$ cat config.mk
export PLATFORM = sky130hd
export DESIGN_NAME = pll_reconfig_sequencer_flat
export DESIGN_NICKNAME = d
export VERILOG_FILES = /design/src/rtl/pll_reconfig_sequencer_if.sv /design/src/rtl/pll_reconfig_sequencer.sv /design/src/flat_wrapper.sv
export SDC_FILE = /design/constraint.sdc
export NUM_CORES = 1
export LEC_CHECK = 0
export ABC_AREA = 1
export CORE_UTILIZATION = 30
export DETAILED_ROUTE_END_ITERATION = 10
export PLACE_DENSITY = 0.53
export SLEW_MARGIN = 20
export SYNTH_ARGS = -nofsm -noshare
export SYNTH_HDL_FRONTEND = slang
export SYNTH_SLANG_ARGS = --single-unit
$ cat constraint.sdc
create_clock -name clk -period 3 [get_ports clk]
set_input_delay 0.45 -clock clk [delete_from_list [all_inputs] [get_ports clk]]
set_output_delay 0.45 -clock clk [all_outputs]
set_load 0.005 [all_outputs]
$ cat src/rtl/pll_reconfig_sequencer_if.sv
// Avalon-MM management port between the reconfig sequencer and the PLL
// reconfiguration block.
interface pll_reconfig_sequencer_if;
    logic [5:0]  address;
    logic        read;
    logic        write;
    logic [31:0] writedata;
    logic [31:0] readdata;
    logic        waitrequest;

    modport master (
        output address, read, write, writedata,
        input  readdata, waitrequest
    );

    modport slave (
        input  address, read, write, writedata,
        output readdata, waitrequest
    );
endinterface

$ cat src/rtl/pll_reconfig_sequencer.sv
// Programs MODE, M, N, C counters, BW and CP through the PLL reconfig port,
// triggers START and polls status with a bounded retry loop.
module pll_reconfig_sequencer #(
    parameter int NUM_C      = 1,
    parameter int GAP        = 2,
    parameter int POLL_LIMIT = 64,
    parameter int MAX_RETRY  = 2
) (
    input  logic                 clk,
    input  logic                 reset,
    input  logic                 start,
    input  logic [17:0]          cfg_m,
    input  logic [17:0]          cfg_n,
    input  logic [18*NUM_C-1:0]  cfg_c,
    input  logic [3:0]           cfg_bw,
    input  logic [2:0]           cfg_cp,
    output logic                 busy,
    output logic                 done,
    output logic                 error,
    pll_reconfig_sequencer_if.master mgmt
);
    localparam logic [1:0] S_IDLE = 2'd0;
    localparam logic [1:0] S_WR   = 2'd1;
    localparam logic [1:0] S_GAP  = 2'd2;
    localparam logic [1:0] S_POLL = 2'd3;

    localparam logic [3:0] W_C0      = 4'd3;
    localparam logic [3:0] W_BW      = 4'(3 + NUM_C);
    localparam logic [3:0] W_CP      = 4'(4 + NUM_C);
    localparam logic [3:0] W_ST      = 4'(5 + NUM_C);
    localparam logic [3:0] GAP_LAST  = 4'(GAP - 1);
    localparam logic [7:0] POLL_LAST = 8'(POLL_LIMIT - 1);
    localparam logic [1:0] RETRY_MAX = 2'(MAX_RETRY);

    logic [1:0]           state;
    logic [3:0]           widx;
    logic [3:0]           gcnt;
    logic [7:0]           pcnt;
    logic [1:0]           retry;
    logic                 g_poll;
    logic [17:0]          m_lat;
    logic [17:0]          n_lat;
    logic [18*NUM_C-1:0]  c_lat;
    logic [3:0]           bw_lat;
    logic [2:0]           cp_lat;

    logic                 wr_en;
    logic                 rd_en;
    logic [4:0]           c_idx;
    logic [17:0]          c_sel;
    logic [5:0]           waddr;
    logic [31:0]          wdata;
    logic                 to_poll;
    logic [1:0]           hop;
    logic                 unused_rd;

    assign wr_en     = (state == S_WR);
    assign rd_en     = (state == S_POLL);
    assign c_idx     = {1'b0, widx - W_C0};
    assign unused_rd = ^mgmt.readdata[31:1];

    always_comb begin
        c_sel = c_lat[17:0];
        for (int i = 0; i < NUM_C; i++)
            if (c_idx == 5'(i)) c_sel = c_lat[18*i +: 18];
    end

    always_comb begin
        waddr = 6'h02;
        wdata = 32'd1;
        if (widx == 4'd0) begin
            waddr = 6'h00;
        end else if (widx == 4'd1) begin
            waddr = 6'h04;
            wdata = {14'd0, m_lat};
        end else if (widx == 4'd2) begin
            waddr = 6'h03;
            wdata = {14'd0, n_lat};
        end else if (widx < W_BW) begin
            waddr = 6'h05;
            wdata = {9'd0, c_idx, c_sel};
        end else if (widx == W_BW) begin
            waddr = 6'h08;
            wdata = {28'd0, bw_lat};
        end else if (widx == W_CP) begin
            waddr = 6'h09;
            wdata = {29'd0, cp_lat};
        end
    end

    assign mgmt.write     = wr_en;
    assign mgmt.read      = rd_en;
    assign mgmt.address   = wr_en ? waddr : (rd_en ? 6'h01 : 6'h00);
    assign mgmt.writedata = wr_en ? wdata : 32'd0;

    // Where the bus goes after an accepted transfer; the gap state is
    // skipped entirely when no idle cycles are configured.
    always_comb begin
        to_poll = 1'b1;
        if (state == S_WR) to_poll = (widx == W_ST);
        else if (pcnt == POLL_LAST) to_poll = 1'b0;
    end

    assign hop = (GAP == 0) ? (to_poll ? S_POLL : S_WR) : S_GAP;

    always_ff @(posedge clk or posedge reset) begin
        if (reset) begin
            state  <= S_IDLE;
            widx   <= 4'd0;
            gcnt   <= 4'd0;
            pcnt   <= 8'd0;
            retry  <= 2'd0;
            g_poll <= 1'b0;
            busy   <= 1'b0;
            done   <= 1'b0;
            error  <= 1'b0;
            m_lat  <= '0;
            n_lat  <= '0;
            c_lat  <= '0;
            bw_lat <= '0;
            cp_lat <= '0;
        end else begin
            done <= 1'b0;
            unique case (state)
                S_IDLE: if (start) begin
                    m_lat  <= cfg_m;
                    n_lat  <= cfg_n;
                    c_lat  <= cfg_c;
                    bw_lat <= cfg_bw;
                    cp_lat <= cfg_cp;
                    error  <= 1'b0;
                    busy   <= 1'b1;
                    widx   <= 4'd0;
                    pcnt   <= 8'd0;
                    retry  <= 2'd0;
                    state  <= S_WR;
                end
                S_WR: if (!mgmt.waitrequest) begin
                    if (widx != W_ST) widx <= widx + 4'd1;
                    g_poll <= to_poll;
                    gcnt   <= 4'd0;
                    state  <= hop;
                end
                S_GAP: begin
                    if (gcnt == GAP_LAST) state <= g_poll ? S_POLL : S_WR;
                    else gcnt <= gcnt + 4'd1;
                end
                S_POLL: if (!mgmt.waitrequest) begin
                    if (mgmt.readdata[0]) begin
                        busy  <= 1'b0;
                        done  <= 1'b1;
                        state <= S_IDLE;
                    end else if (pcnt != POLL_LAST) begin
                        pcnt   <= pcnt + 8'd1;
                        g_poll <= 1'b1;
                        gcnt   <= 4'd0;
                        state  <= hop;
                    end else if (retry != RETRY_MAX) begin
                        // widx still points at START, so the rewrite reuses it
                        retry  <= retry + 2'd1;
                        pcnt   <= 8'd0;
                        g_poll <= 1'b0;
                        gcnt   <= 4'd0;
                        state  <= hop;
                    end else begin
                        error <= 1'b1;
                        busy  <= 1'b0;
                        done  <= 1'b1;
                        state <= S_IDLE;
                    end
                end
                default: state <= S_IDLE;
            endcase
        end
    end

    always_ff @(posedge clk) begin
        assert (NUM_C >= 1 && NUM_C <= 8)
            else $error("NUM_C must be within 1..8");
        assert (!(wr_en && rd_en))
            else $error("mgmt read and write asserted together");
    end
endmodule

$ cat src/flat_wrapper.sv
// flat-port wrapper written by rule: the top's interface ports become plain ports
module pll_reconfig_sequencer_flat 
#(
    parameter int NUM_C      = 1,
    parameter int GAP        = 2,
    parameter int POLL_LIMIT = 64,
    parameter int MAX_RETRY  = 2
)
  (clk, reset, start, cfg_m, cfg_n, cfg_c, cfg_bw, cfg_cp, busy, done, error, mgmt_address, mgmt_read, mgmt_write, mgmt_writedata, mgmt_readdata, mgmt_waitrequest);
  pll_reconfig_sequencer_if mgmt_i ();
  input  logic clk;
  input  logic reset;
  input  logic start;
  input  logic [17:0] cfg_m;
  input  logic [17:0] cfg_n;
  input  logic [18*NUM_C-1:0] cfg_c;
  input  logic [3:0] cfg_bw;
  input  logic [2:0] cfg_cp;
  output logic busy;
  output logic done;
  output logic error;
  output wire logic [$bits(mgmt_i.address)-1:0] mgmt_address;
  output wire logic [$bits(mgmt_i.read)-1:0] mgmt_read;
  output wire logic [$bits(mgmt_i.write)-1:0] mgmt_write;
  output wire logic [$bits(mgmt_i.writedata)-1:0] mgmt_writedata;
  input wire logic [$bits(mgmt_i.readdata)-1:0] mgmt_readdata;
  input wire logic [$bits(mgmt_i.waitrequest)-1:0] mgmt_waitrequest;
  assign mgmt_address = mgmt_i.address;
  assign mgmt_read = mgmt_i.read;
  assign mgmt_write = mgmt_i.write;
  assign mgmt_writedata = mgmt_i.writedata;
  assign mgmt_i.readdata = mgmt_readdata;
  assign mgmt_i.waitrequest = mgmt_waitrequest;
  pll_reconfig_sequencer #(.NUM_C(NUM_C), .GAP(GAP), .POLL_LIMIT(POLL_LIMIT), .MAX_RETRY(MAX_RETRY)) u_core (.clk(clk), .reset(reset), .start(start), .cfg_m(cfg_m), .cfg_n(cfg_n), .cfg_c(cfg_c), .cfg_bw(cfg_bw), .cfg_cp(cfg_cp), .busy(busy), .done(done), .error(error), .mgmt(mgmt_i));
endmodule
==> impl_metrics.ini <==
[logic_synthesis]
synth_cell_type_count = 30
yosysTopAreaCellShare = 0.4781
synthesis.area_um2 = 4449
ys_seq_area_frac = 0.4781
ys_async_sr_fraction = 1.000
yosysTopAreaCell = dfrtp_1
synth_cells = 595
avgSynthCellArea_um2 = 7.478
synth_edf_count = 0
synth_ff_type = dfrtp_1
netlist_top_cells_count = nand2_1 (276), dfrtp_1 (85), inv_1 (40)
yosysMostFrequentCell = nand2_1
yosys_warnings = 0
yosys-top-cells-area = dfrtp_1 (48%), nand2_1 (23%), o21ai_0 (4.4%)
ys_ff_latch = 85

[place]
place_congestion = 0.8010
numPortBuffers = 96
dp_hpwl_um = 8297

[sta]
final-setup-viol-count = 0
slew_viol_final = 0
clock.fmax_mhz = 350.2
tightest_slew_ns = 0.7852
clock-skew-final_ns = 0.005045
whs_ns = 0.4751
fin_crit_ns = 2.856
rsz0062_at_grt = false
slew_headroom = 0.4759
period_share = 0.9519
hold_viol = 0

[grt]
grtUsageTotal = 0.1733
grt_pass1_wl_um = 19980
antenna_found_initial = 0
grt_max_degree = 61
first_global_vias = 4029
grt_overflow = 0

[critical_path]
crit_type = reg -> out
cp_max_fo = 6
end_kind = primary output
reg2reg_depth = 6
rr_startpoint = u_core.pcnt[0]
r2r_setup_slack_ns = 1.40
rr_endpoint = u_core.pcnt[1]
critPathLaunchType = register
arrival_ns = 2.41
required_ns = 2.55

[floorplan]
core_area_um2 = 14480
die_h_um = 123.8
rows = 44
boundaryPins = 140
initial_core_util = 0.3073
die_area_um2 = 15320
die-width_um = 123.8

[clock_network]
cts_tree = done
h-tree-depth = 3
clockBufferDepth = 2
cts_hold_buf = 0
clkTransAtPathRegs_ns = 0.06
cts_buffers = 9
cts_num_sinks = 85
cts-root-buf = clkbuf_16
worstSkewPairLatency_ns = 0.35

[drt]
drc_errors = 0
top_layer = met4
wire_per_inst_um = 13.71
first_pass_iters = 5
wirelength_um = 12040
met2WireLength_um = 5471
drt_iter0_drc = 328
postRouteAntennaNets = 0
wl_met1_um = 5531
vias_per_cell = 4.585
route.met3.wl_um = 833
via_count = 4026

[final_layout]
diodes = 0
final_nets = 794
drive_gt1_frac = 0.07205
area_growth_syn_to_layout_pct = 33.61
fin_util = 0.4106

[min_path]
hold_depth = 2
min_from = u_core.busy
hold_path_class = reg -> reg
holdPathEnd = u_core.busy

[run]
cap_violations = 0

[power_and_ir_drop]
p_leak_nw = 2.992
ir_worst_vdd_v = 0.0002994
cellPowerDensity_nw_per_um2 = 907.9

[status]
run_status = completed
registers in the layout, indices dropped and copies added (netlist names), 3 cells and up:
register	flops
u_core.bw_lat	4
u_core.c_lat	18
u_core.cp_lat	3
u_core.gcnt	4
u_core.m_lat	18
u_core.n_lat	18
u_core.pcnt	8
u_core.widx	4
worst max-delay path, cell delays in order (launching register included):
cell and delay [ns]:
dfrtp_2 0.42, inv_1 0.10, ha_2 0.25, nor3_4 0.28
buf_4 0.18, nand3_1 0.14, a21oi_1 0.16, clkdlybuf4s50_1 0.52
worst max path at each step:
stage	start	to	slack (ns)	cells after the start
2_1_floorplan	reset	u_core.busy	0.36	1
3_3_place_gp	u_core.widx[0]	mgmt_writedata[11]	0.30	7
3_5_place_dp	u_core.widx[0]	mgmt_writedata[11]	0.28	7
4_1_cts	u_core.widx[0]	mgmt_writedata[1]	-0.005	8
5_1_grt	u_core.widx[0]	mgmt_writedata[21]	0.004	9
6_report	u_core.widx[0]	mgmt_writedata[21]	0.14	7
layout make-up:
| type | instances | area, µm² |
|---|---|---|
| clock inverters | 5 | 60.06 |
| repair inverters | 1 | 7.507 |
| well taps | 184 | 230.2 |
| clock buffers | 11 | 242.7 |
| multi-input cells | 443 | 2006 |
| inverters | 45 | 175.2 |
| repair buffers | 104 | 1094 |
| flip-flops and latches | 85 | 2130 |
| fillers | 1508 | 8534 |
through the flow:
step	power [mW]	std cells	cell area [µm²]	setup WS, ns	TNS [ns]
finish	5.397	878	5944	0.1442	0
global placement	4.200	860	5583	0.2993	0
CTS	5.445	878	5907	-0.004874	-0.004874
detailed placement	4.230	860	5583	0.2845	0
global route	5.875	878	5944	0.004423	0
floorplan	3.322	606	4491	0.3565	0
where the power goes:
group | switching (mW) | total (mW) | leakage, nW | internal, mW
Clock | 0.480 | 1.15 | 0.146 | 0.670
Combinational | 1.39 | 2.36 | 1.77 | 0.976
Sequential | 0.273 | 1.88 | 1.08 | 1.61
Total | 2.14 | 5.40 | 2.99 | 3.26
timing repair:
item	4_1_cts	5_1_grt
pin swaps	1	0
setup buffers	1	0
cloned	1	0
gates resized for setup	3	12
endpoints found under the setup margin	14	23
metal layers:
metal | GRT usage | vias up
met3 | 0.05998 | 10
li1 | - | 2035
met2 | 0.2660 | 113
met5 | 0 | -
met4 | 0.05572 | 0
met1 | 0.2274 | 1868
cell usage in the layout, fill, tap and decap left out:
master,Yosys,final
nand2_1,276,274
o211ai_1,1,1
nand2_4,2,3
ha_2,0,1
nor2_1,31,31
nor3_1,3,3
inv_4,1,2
buf_4,15,3
buf_8,0,1
conb_1,1,12
clkinv_2,0,2
inv_1,40,38
xor2_1,3,3
ha_1,8,7
clkbuf_16,0,9
o31ai_1,1,1
a21oi_1,14,14
nand3b_1,1,1
nor3_4,1,1
dfrtp_1,85,83
dfrtp_2,0,2
nand3_1,18,18
o21ai_1,2,2
dlymetal6s2s_1,0,6
inv_2,4,4
clkdlybuf4s50_1,0,90
or2_2,1,1
nand2_2,3,4
nor2_4,4,4
buf_12,0,4
bufinv_16,0,1
o21ai_0,39,39
nor4_2,0,1
clkinv_4,0,2
clkinvlp_4,0,2
nand4_1,6,6
clkbuf_8,0,1
nand3_2,2,2
a31oi_1,14,14
clkbuf_1,8,1
cell families after synthesis:
| kind of cell | share of synthesized area |
|---|---|
| XOR/XNOR | 0.005907 |
| buffers and inverters | 0.08465 |
| other | 0.0008428 |
| AND/OR/NAND/NOR | 0.3231 |
| adder cells (fa/ha/maj) | 0.02250 |
| flip-flops | 0.4781 |
| AO/OA/AOI/OAI | 0.08493 |
Note: power is estimated with default switching activity, not from simulation.
